<file path="src/rtl/bram_result_reader_pkg.sv">
// rtl/bram_result_reader_pkg.sv - shared state encoding and default sizes for the BRAM result reader
package bram_result_reader_pkg;

   typedef enum logic [1:0] {
      ST_IDLE = 2'b00,
      ST_RUN  = 2'b01,
      ST_DONE = 2'b10
   } state_e;

   localparam int CNT_BIT_DEF  = 31;
   localparam int DWIDTH_DEF   = 64;
   localparam int AWIDTH_DEF   = 8;
   localparam int MEM_SIZE_DEF = 256;

   // Reads are throttled so buffered plus in-flight words never exceed this
   localparam int FIFO_DEPTH = 2;

endpackage

</file>
<file path="src/rtl/bram_result_reader_fifo2.sv">
// rtl/bram_result_reader_fifo2.sv - two-entry result FIFO, slot0 is always the head
module result_fifo2
   import bram_result_reader_pkg::*;
#(
   parameter int DWIDTH = DWIDTH_DEF
) (
   input  logic              clk,
   input  logic              reset_n,
   input  logic              push_i,
   input  logic [DWIDTH-1:0] push_data_i,
   input  logic              pop_i,
   output logic              full_o,
   output logic              empty_o,
   output logic [1:0]        count_o,
   output logic [DWIDTH-1:0] head_o
);

   logic [DWIDTH-1:0] slot0_q, slot0_d;
   logic [DWIDTH-1:0] slot1_q, slot1_d;
   logic [1:0]        count_q, count_d;

   always_comb begin
      slot0_d = slot0_q;
      slot1_d = slot1_q;
      count_d = count_q;
      case ({push_i, pop_i})
         2'b10: begin
            if (count_q == 2'd0) slot0_d = push_data_i;
            else                 slot1_d = push_data_i;
            count_d = count_q + 2'd1;
         end
         2'b01: begin
            slot0_d = slot1_q;
            count_d = count_q - 2'd1;
         end
         // Push and pop together: the pushed word lands behind whatever stays
         2'b11: begin
            if (count_q == 2'd1) begin
               slot0_d = push_data_i;
            end else begin
               slot0_d = slot1_q;
               slot1_d = push_data_i;
            end
         end
         default: ;
      endcase
   end

   always_ff @(posedge clk or negedge reset_n) begin
      if (!reset_n) begin
         slot0_q <= '0;
         slot1_q <= '0;
         count_q <= 2'd0;
      end else begin
         slot0_q <= slot0_d;
         slot1_q <= slot1_d;
         count_q <= count_d;
      end
   end

   assign full_o  = (count_q == 2'd2);
   assign empty_o = (count_q == 2'd0);
   assign count_o = count_q;
   assign head_o  = slot0_q;

endmodule

</file>
<file path="src/rtl/bram_result_reader.sv">
// rtl/bram_result_reader.sv - drains N words from BRAM port 1 into a ready/valid stream
module bram_result_reader
   import bram_result_reader_pkg::*;
#(
   parameter int CNT_BIT  = CNT_BIT_DEF,
   parameter int DWIDTH   = DWIDTH_DEF,
   parameter int AWIDTH   = AWIDTH_DEF,
   parameter int MEM_SIZE = MEM_SIZE_DEF
) (
   input  logic               clk,
   input  logic               reset_n,
   input  logic               start_run_i,
   input  logic [CNT_BIT-1:0] run_count_i,
   output logic [AWIDTH-1:0]  addr_b1_o,
   output logic               ce_b1_o,
   output logic               we_b1_o,
   input  logic [DWIDTH-1:0]  q_b1_i,
   output logic               m_valid_o,
   input  logic               m_ready_i,
   output logic [DWIDTH-1:0]  m_data_o,
   output logic               idle_o,
   output logic               run_o,
   output logic               done_o
);

   if (MEM_SIZE > (1 << AWIDTH)) begin : g_mem_size_check
      $error("MEM_SIZE does not fit in the BRAM address width");
   end

   state_e             state_q, state_d;
   logic [CNT_BIT-1:0] n_q, n_d;
   logic [CNT_BIT-1:0] issue_q, issue_d;
   logic [CNT_BIT-1:0] accept_q, accept_d;
   logic               inflight_q, inflight_d;
   logic               idle_q, idle_d;
   logic               run_q, run_d;
   logic               done_q, done_d;

   logic               fifo_full, fifo_empty, fifo_push, fifo_pop, issue;
   logic [1:0]         fifo_count;
   logic [2:0]         occupancy;
   logic [DWIDTH-1:0]  fifo_head;

   assign fifo_pop  = m_valid_o && m_ready_i;
   assign fifo_push = inflight_q && (!fifo_full || fifo_pop);

   // The word leaving this cycle frees its slot, keeping back-to-back reads going
   assign occupancy = {1'b0, fifo_count} + {2'b00, inflight_q} - {2'b00, fifo_pop};
   assign issue     = (state_q == ST_RUN) && (issue_q < n_q) && (occupancy < 3'(FIFO_DEPTH));

   assign ce_b1_o   = issue;
   assign addr_b1_o = issue_q[AWIDTH-1:0];
   assign we_b1_o   = 1'b0;
   assign m_valid_o = !fifo_empty;
   assign m_data_o  = fifo_head;
   assign idle_o    = idle_q;
   assign run_o     = run_q;
   assign done_o    = done_q;

   always_comb begin
      state_d    = state_q;
      n_d        = n_q;
      issue_d    = issue_q;
      accept_d   = accept_q;
      inflight_d = issue;
      if (issue)    issue_d  = issue_q + CNT_BIT'(1);
      if (fifo_pop) accept_d = accept_q + CNT_BIT'(1);
      case (state_q)
         ST_IDLE: begin
            if (start_run_i) begin
               n_d      = run_count_i;
               issue_d  = '0;
               accept_d = '0;
               state_d  = (run_count_i == '0) ? ST_DONE : ST_RUN;
            end
         end
         ST_RUN: begin
            if (fifo_pop && (accept_d == n_q)) state_d = ST_DONE;
         end
         ST_DONE: state_d = ST_IDLE;
         default: state_d = ST_IDLE;
      endcase
      idle_d = (state_d == ST_IDLE);
      run_d  = (state_d == ST_RUN);
      done_d = (state_d == ST_DONE);
   end

   always_ff @(posedge clk or negedge reset_n) begin
      if (!reset_n) begin
         state_q    <= ST_IDLE;
         n_q        <= '0;
         issue_q    <= '0;
         accept_q   <= '0;
         inflight_q <= 1'b0;
         idle_q     <= 1'b1;
         run_q      <= 1'b0;
         done_q     <= 1'b0;
      end else begin
         state_q    <= state_d;
         n_q        <= n_d;
         issue_q    <= issue_d;
         accept_q   <= accept_d;
         inflight_q <= inflight_d;
         idle_q     <= idle_d;
         run_q      <= run_d;
         done_q     <= done_d;
      end
   end

   result_fifo2 #(
      .DWIDTH(DWIDTH)
   ) u_fifo (
      .clk        (clk),
      .reset_n    (reset_n),
      .push_i     (fifo_push),
      .push_data_i(q_b1_i),
      .pop_i      (fifo_pop),
      .full_o     (fifo_full),
      .empty_o    (fifo_empty),
      .count_o    (fifo_count),
      .head_o     (fifo_head)
   );

endmodule

</file>
<file path="config.mk">
export PLATFORM = sky130hd
export DESIGN_NAME = bram_result_reader
export DESIGN_NICKNAME = d
export VERILOG_FILES = /design/src/rtl/bram_result_reader_pkg.sv /design/src/rtl/bram_result_reader_fifo2.sv /design/src/rtl/bram_result_reader.sv
export SDC_FILE = /design/constraint.sdc
export NUM_CORES = 1
export LEC_CHECK = 0
export BUFFER_PORTS_ARGS = -buffer_cell sky130_fd_sc_hd__buf_2
export CORE_MARGIN = 4
export CORE_UTILIZATION = 25
export CTS_BUF_LIST = sky130_fd_sc_hd__clkbuf_8 sky130_fd_sc_hd__clkbuf_16
export CTS_CLUSTER_DIAMETER = 40
export DETAILED_ROUTE_END_ITERATION = 10
export PLACE_DENSITY_LB_ADDON = 0.2
export SLEW_MARGIN = 20
export SYNTH_ARGS = -nofsm -noshare
export SYNTH_HDL_FRONTEND = slang
export SYNTH_HIERARCHICAL = 1
export SYNTH_SLANG_ARGS = --single-unit
</file>
<file path="constraint.sdc">
create_clock -name clk -period 10.9 [get_ports clk]
set_clock_uncertainty 0.1 [all_clocks]
set_input_delay 2.18 -clock clk [delete_from_list [all_inputs] [get_ports clk]]
set_output_delay 2.18 -clock clk [all_outputs]
set_load 0.02 [all_outputs]
</file>
==> results.json, run 1 <==
{
  "worstHoldPathCells": 1,
  "grt.overflow.total": 0,
  "clock_path_buffers": 3,
  "synthesis.nets": 1392,
  "synthDistinctLibCells": 72,
  "root_buffer": "clkbuf_16",
  "ir_drop_uv": 154,
  "yosys.area.top_type": "dfrtp_1",
  "timing.rr.end": "issue_q[27]",
  "r2r_cells": 13,
  "ioPinCount": 177,
  "antenna_found_initial": 1,
  "die_h_um": 231,
  "num_rows": 81,
  "setup_ws_ps": 3380,
  "synth-seq-cells": 229,
  "synthFlopType": "dfrtp_1",
  "worst_setup_path_start_kind": "input port",
  "htreeDepth": 2,
  "syn_inst": 1251,
  "synth_warnings": 6,
  "hold_path.class": "reg -> reg",
  "fin_crit_ps": 7520,
  "cts-buffers-inserted": 54,
  "pre_cts_ws_ps": 3410,
  "path_cells": "buf_2 -> nor2b_1 -> ha_1 -> nand2b_1 -> fa_1 -> xnor2_1 -> nand4_1 -> a21oi_1 -> o211ai_1 -> inv_1 -> nand2_1 -> inv_1 -> buf_2",
  "fmax_mhz": 133,
  "first_pass_iters": 5,
  "p_leak_nw": 6.93,
  "fin_crit_sh_pct": 69.0,
  "grt_pass1_wl_mm": 61.8,
  "grt_max_degree": 98,
  "wl_per_cell_um": 18.7,
  "path_max_fanout": 9,
  "syn-cell-area_um2": 12400,
  "grt_pass1_vias": 10478,
  "total_power_mw": 4.70,
  "cpPeakStageDelay_ps": 570,
  "drt-initial-drc-count": 595,
  "synth.top_cell.area_share_pct": 46.0,
  "setup_viol": 0,
  "reg2reg_slack_ps": 6030,
  "die_area_um2": 53200,
  "tightest_slew_ps": 1080,
  "post_cts_resized": 0,
  "crit_slowest_cell": "nor2b_1",
  "avgSynthCellArea_um2": 9.91,
  "status": "complete, no violations",
  "num-nets-final": 1545,
  "startpoint": "m_ready_i",
  "maxSlewViolCount": 0,
  "cts.sinks": 229,
  "required_ps": 8620,
  "core_area_um2": 49000,
  "place.gp.congestion": 0.858,
  "dp_hpwl_mm": 25.8,
  "initial_core_util_pct": 25.3,
  "synth-seq-area-share_pct": 46.2,
  "synth_edf_count": 0,
  "die_w_um": 231,
  "min-delay-start": "u_fifo/slot1_q[34]",
  "path_class": "in -> out",
  "viasPerCell": 4.86,
  "power_density_nw_per_um2": 299,
  "clk_latency_ps": 580,
  "async_reset_ff_share_pct": 100,
  "cts_tree": "yes",
  "tns_ps": 0,
  "post_cts_buffers": 0,
  "grtUsageTotal_pct": 14.6,
  "slew_headroom_pct": 27.9,
  "area_delta_synth_final_pct": 26.7,
  "hold_end": "u_fifo/slot1_q[34]",
  "wirelength_mm": 39.6,
  "yosys-top-cells-count": "228 x dfrtp_1, 119 x o21ai_0, 101 x a21oi_1",
  "numPortBuffers": 175,
  "rsz0062_at_grt": "false",
  "path_clk_slew_ps": 40,
  "ys_top_cells_by_area": "dfrtp_1 46%, mux2_4 7.3%, o21ai_0 4.8%",
  "final_antenna_net_count": 0,
  "cap_violations": 0,
  "synth.most_common_cell": "dfrtp_1",
  "r2r_start": "u_fifo/count_o[1]",
  "drc": 0,
  "drive_gt1_share_pct": 26.0,
  "hold_viol_final": 0,
  "cts_hold_buf": 0,
  "via_count": 10275,
  "cp-end-kind": "output pin",
  "crit_arrival_ps": 5240
}
==> cell families (layout without fill, tap and decap cells) <==
kind of cell / Yosys count / after routing / synth area share, %
adders and majority gates: 42 / 42 / 4.30
muxes: 69 / 69 / 8.03
other: 1 / 2 / 0.0302
buffers and inverters: 149 / 346 / 5.90
and+or+nand+nor: 356 / 356 / 15.1
xor gates and xnor gates: 58 / 58 / 4.10
AOI/OAI and AO/OA: 347 / 347 / 16.4
DFF: 229 / 229 / 46.2
==> worst max-delay path: cells and delay by family <==
family,cells,cell delay (ps)
buffers and inverters,4,650
adders and majority gates,2,720
and+or+nand+nor,4,1100
AOI/OAI and AO/OA,2,380
xor gates and xnor gates,1,210
==> where the power goes <==
group          internal, mW  leakage (nW)  switching (mW)
Sequential             1.17          2.82           0.209
Clock                  1.23         0.979           0.543
Combinational         0.645          3.13           0.900
Total                  3.05          6.93            1.65
==> cell usage in the layout (no fill, tap or decap), drive strengths merged, types with 21 or more instances in the layout <==
cell type  instances
o21ai            120
nor3              21
nand2             70
ha                41
nor2              47
dfrtp            228
clkbuf            61
inv               65
a21oi            101
nand3             99
a31oi             69
buf              187
xnor2             47
nor4              21
mux2              64
==> layer usage <==
metal / vias to the layer above / global-route usage (%) / wire [um]
li1: 4871 / - / -
met1: 5084 / 19.0 / 18000
met2: 250 / 24.1 / 18500
met3: 70 / 3.31 / 2060
met4: 0 / 4.53 / 1100
met5: - / 0 / 0
==> through the flow <==
step                cells  utilization (%)  area, um2  hold slack [ps]
floorplan            1251                -      12400              356
global placement     2012             28.0      13700              380
detailed placement   2012             28.0      13700              385
CTS                  2112             32.1      15700              402
global route         2112             32.1      15700              407
finish               2113             32.1      15700              399
==> sequential cells by signal (all words and copies together), names as in the netlist <==
name and count:
u_fifo/head_o 64, inflight_q 1, run_o 1, state_q 2, accept_q 31, u_fifo/slot1_q 64, n_q 31, issue_q 31
idle_o 1, done_o 1, u_fifo/count_o 2
==> final cells by class <==
| type | instances | area, um2 |
|---|---|---|
| Sequential cell | 229 | 5730 |
| Multi-Input combinational cell | 873 | 5960 |
| Timing Repair Buffer | 187 | 976 |
| Fill cell | 5080 | 33200 |
| Inverter | 59 | 221 |
| Tap cell | 664 | 831 |
| Clock buffer | 61 | 1450 |
| Antenna cell | 1 | 2.50 |
| Clock inverter | 39 | 551 |
==> how the worst max path moves through the flow <==
stage | to | slack, ps | cells after the start
final | ce_b1_o | 3380 | 13
after global routing | ce_b1_o | 3120 | 13
after CTS | ce_b1_o | 3400 | 13
after detailed placement | ce_b1_o | 3410 | 13
after global placement | ce_b1_o | 3390 | 13
after floorplan | ce_b1_o | 4260 | 12
No activity file was read; power rests on OpenSTA's default activity.
==> run 2, diff against run 1 <==
- clock period: 10.9 -> 7.4 ns (I/O delays scaled with it)
==> run 2 against run 1 <==
Net effect: worst setup slack worse by 1600 ps; clock-buffer cell count down 2; global-route usage about the same; design area down 1.5%; non-clock buffer count unchanged; wire length up 0.29%; critical path depth unchanged; power up 40%; via count down 0.57%; final cell count down 0.38%; highest routed layer unchanged.
==> results.json, run 2 (synthesized netlist as in run 1, its figures left out) <==
{
  "status": "complete, no violations",
  "fin_crit_ps": 5630,
  "num_rows": 81,
  "cts_tree": "yes",
  "cap_violations": 0,
  "drc": 0,
  "tns_ps": 0,
  "via_count": 10216,
  "clock_power_share_pct": 34.6,
  "p_int_mw": 4.17,
  "grt.overflow.total": 0,
  "hold_end": "u_fifo/slot1_q[1]",
  "share_comb_of_total_power_pct": 34.5,
  "slew_headroom_pct": 26.7,
  "r2r_cells": 11,
  "cp-end-kind": "output pin",
  "r2r_start": "u_fifo/count_o[1]",
  "ioPinCount": 177,
  "drive_gt1_share_pct": 25.4,
  "num-nets-final": 1542,
  "fin_crit_sh_pct": 76.1,
  "grt_pass1_vias": 10581,
  "hold_viol_final": 0,
  "fin_area_um2": 15500,
  "clk_latency_ps": 580,
  "final_antenna_net_count": 0,
  "ir_drop_uv": 182,
  "core_area_um2": 49000,
  "antenna_found_initial": 1,
  "die_h_um": 231,
  "wl_per_cell_um": 18.9,
  "fillers": 5063,
  "worstHoldPathCells": 1,
  "p_leak_nw": 6.81,
  "root_buffer": "clkbuf_16",
  "reg2reg_slack_ps": 2970,
  "area_delta_synth_final_pct": 24.9,
  "htreeDepth": 2,
  "worst_setup_path_start_kind": "input port",
  "crit_arrival_ps": 4050,
  "switching_share_pct": 36.9,
  "pwr-share-seq_pct": 30.8,
  "cts-buffers-inserted": 51,
  "setup_viol": 0,
  "grtUsageTotal_pct": 14.6,
  "clock_path_buffers": 3,
  "maxSlewViolCount": 0,
  "wirelength_mm": 39.7,
  "cts_hold_buf": 0,
  "tightest_slew_ps": 1100,
  "path_class": "in -> out",
  "power_density_nw_per_um2": 426,
  "setup_ws_ps": 1770,
  "dpl-instance-area_um2": 13700,
  "grt_max_degree": 119,
  "pre_cts_ws_ps": 1780,
  "power_switching_mw": 2.43,
  "die_area_um2": 53200,
  "numPortBuffers": 175,
  "rsz0062_at_grt": "false",
  "fin_util_pct": 31.6,
  "initial_core_util_pct": 25.3,
  "place.gp.congestion": 0.878,
  "die_w_um": 231,
  "drt-initial-drc-count": 640,
  "path_clk_slew_ps": 60,
  "viasPerCell": 4.85,
  "layout_common_cells": "228 x dfrtp_1, 174 x buf_2, 119 x o21ai_0",
  "post_cts_resized": 0,
  "post_cts_buffers": 0,
  "path_max_fanout": 7,
  "fmax_mhz": 178,
  "hold_path.class": "reg -> reg",
  "grt_pass1_wl_mm": 62.0,
  "timing.rr.end": "state_q[1]",
  "final_common_cell": "dfrtp_1",
  "cts.sinks": 229,
  "first_pass_iters": 5,
  "min-delay-start": "u_fifo/slot1_q[1]",
  "dp_hpwl_mm": 25.9,
  "required_ps": 5820
}
[run 2: critical path, stage by stage]
cell and delay [ps]:
buf_2 120, nor2b_1 140, ha_1 290, nand2b_1 150, fa_1 380, xnor2_1 200
nand4_1 200, a21oi_1 160, o211ai_1 210, inv_1 160, nand2_1 160, inv_1 190
buf_2 190
[run 2: final cells by class]
cell class                      instances  area [um2]  area share, %
Timing Repair Buffer                  187         988           6.38
Clock buffer                           59        1400           9.02
Tap cell                              664         831           5.36
Inverter                               59         221           1.43
Clock inverter                         33         359           2.32
Antenna cell                            1        2.50         0.0162
Multi-Input combinational cell        873        5960           38.5
Sequential cell                       229        5730           37.0
[run 2: routing by layer]
| layer | up-vias | share of wire (%) | track usage, % |
|---|---|---|---|
| met5 | - | 0 | 0 |
| met4 | 0 | 2.7 | 4.94 |
| met3 | 75 | 5.9 | 3.58 |
| met2 | 268 | 46 | 23.6 |
| met1 | 5026 | 45 | 19.2 |
| li1 | 4847 | - | - |
[run 2: power by group through the flow]
stage               registers, mW  logic (mW)  clock network, mW
floorplan                    2.18        1.49                  0
global placement             2.04        2.28                  0
detailed placement           2.05        2.30                  0
CTS                          2.03        2.31               2.35
global route                 2.09        2.50               2.41
finish                       2.03        2.28               2.29
[run 2: worst max path at each step]
stage / end / start / slack, ps
6_report: ce_b1_o / m_ready_i / 1770
5_1_grt: ce_b1_o / m_ready_i / 1520
4_1_cts: ce_b1_o / m_ready_i / 1770
3_5_place_dp: ce_b1_o / m_ready_i / 1780
3_3_place_gp: ce_b1_o / m_ready_i / 1770
2_1_floorplan: ce_b1_o / m_ready_i / 2160
[run 2: per-stage QoR]
| stage | instances | hold WS [ps] | power (mW) |
|---|---|---|---|
| after floorplan | 1251 | 356 | 3.66 |
| after detailed placement | 2012 | 386 | 4.35 |
| final | 2105 | 400 | 6.60 |
| after global placement | 2012 | 381 | 4.32 |
| after CTS | 2104 | 402 | 6.69 |
| after global routing | 2104 | 408 | 7.00 |
